<file path="config.mk">
export PLATFORM = sky130hd
export DESIGN_NAME = wwblock_sprite_fetch_flat
export DESIGN_NICKNAME = d
export VERILOG_FILES = /design/src/rtl/wwblock_sprite_fetch_pkg.sv /design/src/rtl/wwblock_sprite_fetch_if.sv /design/src/rtl/wwblock_sprite_fetch_anim_ctrl.sv /design/src/rtl/wwblock_sprite_fetch.sv /design/src/flat_wrapper.sv
export SDC_FILE = /design/constraint.sdc
export NUM_CORES = 1
export LEC_CHECK = 0
export ABC_CLOCK_PERIOD_IN_PS = 1500
export BUFFER_PORTS_ARGS = -buffer_cell sky130_fd_sc_hd__buf_2
export CAP_MARGIN = 20
export CORE_MARGIN = 3
export CORE_UTILIZATION = 30
export CTS_CLUSTER_SIZE = 30
export DETAILED_ROUTE_END_ITERATION = 10
export PLACE_DENSITY = 0.53
export REMOVE_ABC_BUFFERS = 1
export SETUP_SLACK_MARGIN = 0.02
export SLEW_MARGIN = 5
export SYNTH_ARGS = -nofsm -noshare
export SYNTH_HDL_FRONTEND = slang
export SYNTH_SLANG_ARGS = --single-unit
</file>
<file path="constraint.sdc">
create_clock -name clk -period 1.5 [get_ports clk]
set_input_delay 0.3 -clock clk [delete_from_list [all_inputs] [get_ports clk]]
set_output_delay 0.3 -clock clk [all_outputs]
set_load 0.01 [all_outputs]
</file>
<file path="src/rtl/wwblock_sprite_fetch_pkg.sv">
// rtl/wwblock_sprite_fetch_pkg.sv - shared types and defaults for the sprite fetch slice
package wwblock_pkg;

    typedef logic [3:0] pal_idx_t;

    localparam int       SPR_W_DEF      = 64;
    localparam int       SPR_H_DEF      = 64;
    localparam pal_idx_t TRANSP_IDX_DEF = 4'd0;

    typedef enum logic [0:0] {
        FS_IDLE  = 1'b0,
        FS_FLASH = 1'b1
    } flash_state_t;

    // Width of a counter/index that must hold values 0..v-1, never narrower than one bit.
    function automatic int clog2_min1(input int v);
        return (v > 1) ? $clog2(v) : 1;
    endfunction

endpackage

</file>
<file path="src/rtl/wwblock_sprite_fetch_if.sv">
// rtl/wwblock_sprite_fetch_if.sv - raster, placement, sprite ROM and pixel output bundle
interface wwblock_sprite_fetch_if
    import wwblock_pkg::*;
#(
    parameter int AW = 14
);
    logic [9:0]    draw_x;
    logic [9:0]    draw_y;
    logic [9:0]    pos_x;
    logic [9:0]    pos_y;
    logic          flip_h;
    logic [AW-1:0] rom_addr;
    pal_idx_t      rom_q;
    pal_idx_t      pix_index;
    logic          pix_valid;

    // Raster/placement source, sprite ROM and pixel consumer side.
    modport master (
        output draw_x, draw_y, pos_x, pos_y, flip_h, rom_q,
        input  rom_addr, pix_index, pix_valid
    );

    // The fetch block itself.
    modport slave (
        input  draw_x, draw_y, pos_x, pos_y, flip_h, rom_q,
        output rom_addr, pix_index, pix_valid
    );
endinterface

</file>
<file path="src/rtl/wwblock_sprite_fetch_anim_ctrl.sv">
// rtl/wwblock_sprite_fetch_anim_ctrl.sv - animation frame divider and hit-flash blink FSM
module wwblock_anim_ctrl
    import wwblock_pkg::*;
#(
    parameter int  NUM_FRAMES   = 4,
    parameter int  FRAME_DIV    = 6,
    parameter int  FLASH_FRAMES = 30,
    localparam int FW           = clog2_min1(NUM_FRAMES)
) (
    input  logic          clk,
    input  logic          reset_n,
    input  logic          frame_start,
    input  logic          anim_en,
    input  logic          hit,
    output logic [FW-1:0] anim_frame,
    output logic          blank_out
);

    localparam int DW = clog2_min1(FRAME_DIV);
    // At least 3 bits so the blink phase bit [2] always exists.
    localparam int CW = ($clog2(FLASH_FRAMES + 1) > 3) ? $clog2(FLASH_FRAMES + 1) : 3;

    localparam logic [0:0] ST_IDLE  = 1'(FS_IDLE);
    localparam logic [0:0] ST_FLASH = 1'(FS_FLASH);

    logic [DW-1:0] divider;
    logic [0:0]    state;
    logic [CW-1:0] flash_cnt;

    // Frame divider and animation frame step; only moves on frame_start so no mid-frame tearing.
    always_ff @(posedge clk or negedge reset_n) begin
        if (!reset_n) begin
            divider    <= '0;
            anim_frame <= '0;
        end else if (frame_start && anim_en) begin
            if (divider == DW'(FRAME_DIV - 1)) begin
                divider    <= '0;
                anim_frame <= (anim_frame == FW'(NUM_FRAMES - 1)) ? '0 : anim_frame + 1'b1;
            end else begin
                divider <= divider + 1'b1;
            end
        end
    end

    // Hit-flash FSM; a hit always reloads and suppresses that cycle's decrement.
    always_ff @(posedge clk or negedge reset_n) begin
        if (!reset_n) begin
            state     <= ST_IDLE;
            flash_cnt <= '0;
        end else if (hit) begin
            state     <= ST_FLASH;
            flash_cnt <= CW'(FLASH_FRAMES);
        end else if (state == ST_FLASH && frame_start) begin
            if (flash_cnt == CW'(1)) begin
                state     <= ST_IDLE;
                flash_cnt <= '0;
            end else begin
                flash_cnt <= flash_cnt - 1'b1;
            end
        end
    end

    // Counter bit 2 toggles every 4 frames, giving the 4-hidden/4-shown blink.
    assign blank_out = (state == ST_FLASH) && flash_cnt[2];

endmodule

</file>
<file path="src/rtl/wwblock_sprite_fetch.sv">
// rtl/wwblock_sprite_fetch.sv - sprite ROM address pipeline and opaque-pixel flag
module wwblock_sprite_fetch
    import wwblock_pkg::*;
#(
    parameter int       SPR_W        = SPR_W_DEF,
    parameter int       SPR_H        = SPR_H_DEF,
    parameter int       NUM_FRAMES   = 4,
    parameter int       FRAME_DIV    = 6,
    parameter int       FLASH_FRAMES = 30,
    parameter pal_idx_t TRANSP_IDX   = TRANSP_IDX_DEF,
    localparam int      AW           = $clog2(SPR_W * SPR_H * NUM_FRAMES),
    localparam int      FW           = clog2_min1(NUM_FRAMES)
) (
    input  logic                   clk,
    input  logic                   reset_n,
    input  logic                   frame_start,
    input  logic                   anim_en,
    input  logic                   hit,
    output logic [FW-1:0]          anim_frame,
    wwblock_sprite_fetch_if.slave  bus
);

    localparam int XB = $clog2(SPR_W);
    localparam int YB = $clog2(SPR_H);

    logic signed [10:0] dx;
    logic signed [10:0] dy;
    logic               in_box;
    logic [XB-1:0]      lx;
    logic [AW-1:0]      addr;
    logic               box_d1;
    logic               blank_out;

    wwblock_anim_ctrl #(
        .NUM_FRAMES  (NUM_FRAMES),
        .FRAME_DIV   (FRAME_DIV),
        .FLASH_FRAMES(FLASH_FRAMES)
    ) u_anim_ctrl (
        .clk        (clk),
        .reset_n    (reset_n),
        .frame_start(frame_start),
        .anim_en    (anim_en),
        .hit        (hit),
        .anim_frame (anim_frame),
        .blank_out  (blank_out)
    );

    // Signed offsets keep a sprite clipped at the screen edge from wrapping onto the far side.
    assign dx = $signed({1'b0, bus.draw_x}) - $signed({1'b0, bus.pos_x});
    assign dy = $signed({1'b0, bus.draw_y}) - $signed({1'b0, bus.pos_y});

    assign in_box = !dx[10] && ({1'b0, dx[9:0]} < 11'(SPR_W)) &&
                    !dy[10] && ({1'b0, dy[9:0]} < 11'(SPR_H));

    // SPR_W is a power of two, so SPR_W-1-dx over the sprite span is just the inverted low bits.
    assign lx = bus.flip_h ? ~dx[XB-1:0] : dx[XB-1:0];

    assign addr = AW'(anim_frame) * AW'(SPR_W * SPR_H) + AW'(dy[YB-1:0]) * AW'(SPR_W) + AW'(lx);

    // Stage 1: present the ROM address, parked at 0 outside the sprite box.
    always_ff @(posedge clk or negedge reset_n) begin
        if (!reset_n) begin
            bus.rom_addr <= '0;
            box_d1       <= 1'b0;
        end else begin
            bus.rom_addr <= in_box ? addr : '0;
            box_d1       <= in_box;
        end
    end

    // Stage 2: capture the ROM colour and decide opacity, hiding the sprite during flash blanking.
    always_ff @(posedge clk or negedge reset_n) begin
        if (!reset_n) begin
            bus.pix_index <= '0;
            bus.pix_valid <= 1'b0;
        end else begin
            bus.pix_index <= bus.rom_q;
            bus.pix_valid <= box_d1 && (bus.rom_q != TRANSP_IDX) && !blank_out;
        end
    end

endmodule

</file>
<file path="src/flat_wrapper.sv">
// flat-port wrapper written by rule: the top's interface ports become plain ports
module wwblock_sprite_fetch_flat import wwblock_pkg::*;
#(
    parameter int       SPR_W        = SPR_W_DEF,
    parameter int       SPR_H        = SPR_H_DEF,
    parameter int       NUM_FRAMES   = 4,
    parameter int       FRAME_DIV    = 6,
    parameter int       FLASH_FRAMES = 30,
    parameter pal_idx_t TRANSP_IDX   = TRANSP_IDX_DEF,
    localparam int      AW           = $clog2(SPR_W * SPR_H * NUM_FRAMES),
    localparam int      FW           = clog2_min1(NUM_FRAMES)
)
  (clk, reset_n, frame_start, anim_en, hit, anim_frame, bus_draw_x, bus_draw_y, bus_pos_x, bus_pos_y, bus_flip_h, bus_rom_q, bus_rom_addr, bus_pix_index, bus_pix_valid);
  wwblock_sprite_fetch_if #(.AW(14)) bus_i ();
  input  logic clk;
  input  logic reset_n;
  input  logic frame_start;
  input  logic anim_en;
  input  logic hit;
  output logic [FW-1:0] anim_frame;
  input wire logic [$bits(bus_i.draw_x)-1:0] bus_draw_x;
  input wire logic [$bits(bus_i.draw_y)-1:0] bus_draw_y;
  input wire logic [$bits(bus_i.pos_x)-1:0] bus_pos_x;
  input wire logic [$bits(bus_i.pos_y)-1:0] bus_pos_y;
  input wire logic [$bits(bus_i.flip_h)-1:0] bus_flip_h;
  input wire logic [$bits(bus_i.rom_q)-1:0] bus_rom_q;
  output wire logic [$bits(bus_i.rom_addr)-1:0] bus_rom_addr;
  output wire logic [$bits(bus_i.pix_index)-1:0] bus_pix_index;
  output wire logic [$bits(bus_i.pix_valid)-1:0] bus_pix_valid;
  assign bus_i.draw_x = bus_draw_x;
  assign bus_i.draw_y = bus_draw_y;
  assign bus_i.pos_x = bus_pos_x;
  assign bus_i.pos_y = bus_pos_y;
  assign bus_i.flip_h = bus_flip_h;
  assign bus_i.rom_q = bus_rom_q;
  assign bus_rom_addr = bus_i.rom_addr;
  assign bus_pix_index = bus_i.pix_index;
  assign bus_pix_valid = bus_i.pix_valid;
  wwblock_sprite_fetch #(.SPR_W(SPR_W), .SPR_H(SPR_H), .NUM_FRAMES(NUM_FRAMES), .FRAME_DIV(FRAME_DIV), .FLASH_FRAMES(FLASH_FRAMES), .TRANSP_IDX(TRANSP_IDX)) u_core (.clk(clk), .reset_n(reset_n), .frame_start(frame_start), .anim_en(anim_en), .hit(hit), .anim_frame(anim_frame), .bus(bus_i));
endmodule
</file>
# After elaboration in Yosys (flattened, before gate mapping)
# Cells that the tools add are included.
[op_classes] add_sub_neg=7 order_cmp=2 eq_ne=3 mux=10 bitwise_logic=1 reduce_logical=16
[ops] operator="10-bit by 10-bit subtractor with 11-bit output" n=2
[ops] operator="10-bit by 7-bit < comparator with 1-bit output, second input constant" n=2
[ops] operator="5-bit two-way mux" n=3
[ops] operator="14-bit by 12-bit adder with 14-bit output" n=1
[ops] operator="14-bit by 6-bit adder with 14-bit output" n=1
[ops] operator="14-bit two-way mux" n=1
[ops] operator="1-bit logical AND" n=8
[ops] operator="6-bit two-way mux" n=1
[ops] operator="6-bit NOT" n=1
[ops] operator="5-bit by 1-bit equality test with 1-bit output, second input constant" n=1
[ops] operator="5-bit by 1-bit subtractor with 5-bit output, second input constant" n=1
[ops] operator="2-bit AND reduction" n=2
[ops] operator="2-bit nonzero test" n=2
[ops] operator="4-bit nonzero test" n=1
[ops] operator="3-bit by 1-bit adder with 3-bit output, second input constant" n=1
[ops] operator="3-bit equality test, second input constant" n=1
[ops] operator="1-bit logical NOT" n=3
[ops] operator="1-bit two-way mux" n=3
[ops] operator="3-bit two-way mux" n=1
[ops] operator="2-bit by 1-bit adder with 2-bit output, second input constant" n=1
[ops] operator="2-bit equality test, second input constant" n=1
[ops] operator="2-bit two-way mux" n=1
[word_totals] reg_bits=31 in_bits=50 out_inout_bits=21 word_cells=47

# Longest topological paths before layout
[logic_depth] depth_word=6 depth_mapped=11 mapped_depth_nobuf=10

# Hierarchy
# A second synthesis with hierarchy kept.
[hier_totals] cells_unflattened=235 area_unflattened_um2=2280.9
[by_module_without_submodules] module="wwblock_sprite_fetch" n_inst=1 cells_per_inst=186 area_each_um2=1736.7
[by_module_without_submodules] module="wwblock_anim_ctrl" n_inst=1 cells_per_inst=49 area_each_um2=544.3

# Worst setup path before layout
# No wires, ideal clock.
[synth_timing] path_kind="input-to-reg" start="input port bus_draw_x[0]" end="register u_core.bus.rom_addr[1]" t_arrival_ps=2322 t_required_ps=1414 setup_slack_ps=-908 path_stages=11 path_cell_list="inv_1 ha_1 inv_1 fa_1 a211oi_1 o21ai_1 xor2_1 nor4_1 o211ai_1 buf_2 nor3_1"
[synth_between] elab_chain_cells=6 word_cells_on_any_way=10 cone_classes="add/sub: 2; order compare: 1; mux: 2; bitwise: 1; reduce/logical: 4"
[synth_lines] element="start, declared" line="flat_wrapper.sv:21" rtl="input wire logic [$bits(bus_i.draw_x)-1:0] bus_draw_x;"
[synth_lines] element="10-bit by 10-bit subtractor with 11-bit output *" line="wwblock_sprite_fetch.sv:49" rtl="assign dx = $signed({1'b0, bus.draw_x}) - $signed({1'b0, bus.pos_x});"
[synth_lines] element="parallel branches: the longest is 4 deep, another holds 14-bit by 6-bit adder with 14-bit output"
[synth_lines] element="14-bit two-way mux *" line="wwblock_sprite_fetch.sv:66" rtl="bus.rom_addr <= in_box ? addr : '0;"
[synth_lines] element="end signal, assigned" line="wwblock_sprite_fetch.sv:66"
[synth_lines] element="end, declared" line="wwblock_sprite_fetch_if.sv:26" rtl="output rom_addr, pix_index, pix_valid"
# Mark *: on every way between the ends.
# A chain may end at the register's enable or synchronous reset.

# Worst setup path after layout
[layout_timing] start="input port bus_draw_x[0]" end="register u_core.bus.rom_addr[6]"
# Same word-level chain as after synthesis.

==> impl_metrics.csv <==
group,metric,value,unit
run_status,outcome,"finished, violations left",
run_status,violations,"setup timing",
sta,worst_pin_slew,500,ps
route,first_iter_violations,41,
layout,antenna_cells,0,
worst_setup_path,critPathMaxFanout,6,
route,wl,5.00,mm
floorplanning,ios,71,
sta,setup_violations,15,
power,ir_drop,376,uV
synth,synth_ff_type,"dfrtp_1",
sta,finClkSkew,4.10,ps
synth,yosysWarnings,0,
synth,synth_compound_area_share,17.8,%
floorplanning,fp.coreArea,0.00691,mm2
clock_tree,clock_latency,280,ps
synth,synth_top_area_share,35.6,%
global_routing,grt_pass1_wl,8.69,mm
synth,ys_seq_elements,31,
floorplanning,die_width,91.2,um
synth,ys_types,47,
worst_setup_path,crit_end,"u_core.bus.rom_addr[6]",
clock_tree,cts-buffers-inserted,5,
placement,gp_congestion,0.737,
worst_setup_path,cp.required,1710,ps
job,maxCapViolations,0,
worst_setup_path,crit_arrival,2400,ps
floorplanning,rows,30,
clock_tree,htree_levels,2,
layout,fin_nets,426,
synth,synth_top_family_by_area,"compound AO/OA/AOI/OAI gates",
layout,area_growth,49.7,%
clock_tree,path_clk_slew,60,ps
synth,syn-instance-count,233,
route,avgRoutedWirePerCell,11.2,um
worst_setup_path,worstReg2RegStart,"u_core.u_anim_ctrl.flash_cnt[1]",
floorplanning,die_area,0.00832,mm2
worst_setup_path,cp-startpoint,"bus_draw_x[0]",
synth,synth_area_leaders,"dfrtp_1, ha_1, inv_1, nor3_2, xnor2_1",
synth,yosysSeqAreaShare,35.6,%
power,power,2.70,mW
sta,drv_slew,0,
route,postRouteAntennaNets,0,
synth,ys_async_sr_fraction,100,%
layout,layout.area.seq,776,um2
layout,fill_cells,716,
layout,multi_input_area,0.00145,mm2
synth,yosys.area_share.adder,15.0,%
route,drt_drc_violations_left,0,
min_path,hold_path_class,"input pin to asynchronous set/reset pin",
synth,synthXorXnorAreaFrac,6.83,%
sta,setup_ws,-692,ps
worst_setup_path,start_kind,"input pin",
power,p_leak,1.65,nW
synth,synth_top_cell_by_area,"dfrtp_1",
route,dr.pass1.iters,4,
sta,tns,-9860,ps
placement,port_buffers,70,
power,p_per_area,828,mW/mm2
global_routing,grt_overflow,0,
global_routing,track_usage,12.8,%
floorplanning,die_h,91.2,um
synth,synth_edf_count,0,
sta,max_freq,456,MHz
clock_tree,cts_num_sinks,31,
synth,syn_area_per_cell,9.35,um2
placement,dp_hpwl,3.97,mm
worst_setup_path,worstRegToRegCells,5,
floorplanning,initial_core_util,31.6,%
sta,post-route-period-util,146,%
clock_tree,cts-root-buf,"clkbuf_8",
sta,finalCriticalPeriod,2190,ps
sta,rsz0062_at_grt,"true",
sta,relSlewSlack,66.6,%
global_routing,antenna_found_initial,0,
synth,yosysMostFrequentCell,"dfrtp_1",
global_routing,grt_pass1_vias,1994,
layout,drive_above_1_share,47.2,%
synth,synth_mux_area_share,0.976,%
synth,yosys.area_share.simple,17.6,%
worst_setup_path,timing.rr.end,"u_core.u_anim_ctrl.flash_cnt[4]",
worst_setup_path,critPathCaptureType,"flop",
worst_setup_path,rrSetupSlack,80,ps
synth,synth.cells.most_frequent,"dfrtp_1, inv_1, ha_1",
clock_tree,cts_buffer_depth,2,
clock_tree,cts_tree,"built",
route,vias,2004,
worst_setup_path,worst-setup-path-type,"input pin to flop",
global_routing,grt_max_degree,32,
sta,final-hold-violation-count,0,
synth,synthesis.area,0.00218,mm2
route,vias_per_cell,4.47,
## report_power, final
part	internal (mW)	switching, mW	total [mW]
sequential	0.907	0.0653	0.973
combinational	0.459	0.437	0.896
clock	0.537	0.298	0.834
total	1.90	0.800	2.70
## critical path: stages
cell and delay (ps):
buf_6 100, inv_4 40, ha_4 120, inv_2 30, fa_2 350, a211oi_2 200
o21ai_2 90, buf_4 150, o31ai_4 160, a21oi_2 70, or4_4 610, nor3_2 160
## metal layers
layer	vias to the layer above	wire length, um	share of wire (%)	GRT usage, %
li1	1063	-	-	-
met1	890	2250	45	16.2
met2	44	2380	48	21.1
met3	7	293	5.9	2.82
met4	0	72	1.4	4.90
met5	-	0	0	0
## through the flow
stage | hold slack, ps | area [um2] | setup WS (ps) | std cells | util, %
3_3_place_gp | 333 | 2930 | -1120 | 436 | 42.5
3_5_place_dp | 335 | 2930 | -1190 | 436 | 42.5
6_report | 21.5 | 3260 | -692 | 448 | 47.2
2_1_floorplan | 4.41 | 2150 | -1130 | 229 | -
4_1_cts | 24.5 | 3180 | -696 | 447 | 46.1
5_1_grt | 51.5 | 3260 | -870 | 448 | 47.2
## cells in the final DEF (no fill, tap or decap), drive strengths merged, types with 2 or more instances in the layout
master and count:
nand2 15, inv 29, o211ai 3, nor4 6, ha 23, a211oi 2
o21ai 12, nor2 11, fa 2, nand2b 2, xnor2 10, nand4 2
nor3 15, xor2 7, buf 114, or3 6, and3 2, dfrtp 31
a21oi 14, or4 2, o31ai 2, nand3 2, a21o 8, o2111ai 2
o21a 6, clkbuf 6
## how the worst min path moves through the flow
stage / endpoint / slack, ps / depth (start not counted)
CTS: u_core.u_anim_ctrl.divider[1] / 20 / 2
floorplan: u_core.box_d1 / 4 / 0
global placement: u_core.u_anim_ctrl.divider[0] / 330 / 2
detailed placement: u_core.u_anim_ctrl.divider[0] / 340 / 2
global route: u_core.u_anim_ctrl.divider[1] / 50 / 2
finish: u_core.u_anim_ctrl.divider[1] / 20 / 2
## flip-flops by register name, summed over array words and instances, names as in the netlist
register / flops
u_core.u_anim_ctrl.flash_cnt: 5
u_core.bus.pix_valid: 1
u_core.u_anim_ctrl.anim_frame: 2
u_core.bus.rom_addr: 14
u_core.box_d1: 1
u_core.bus.pix_index: 4
u_core.u_anim_ctrl.divider: 3
u_core.u_anim_ctrl.state: 1
## logic make-up (layout without fill, tap and decap cells)
group,count (synthesis),count (layout)
AOI/OAI and AO/OA,59,59
xor gates and xnor gates,17,17
adders and majority gates,25,25
buffers and inverters,33,151
DFF,31,31
muxes,2,2
and+or+nand+nor,66,67
## repair_timing
action                     in CTS  in global routing
hold buffers                    0                  0
gates cloned                    1                  0
setup endpoints to repair      15                 17
buffers inserted                2                  1
pin swaps                      21                 12
resized for setup              30                 14
## final cells by class
type	count	area share (%)
Clock buffer	6	2.53
Clock inverter	2	1.07
Inverter	29	3.41
Multi-Input combinational cell	170	44.5
Sequential cell	31	23.8
Tap cell	96	3.68
Timing Repair Buffer	114	21.1
Power figures use the tool's default switching activity.
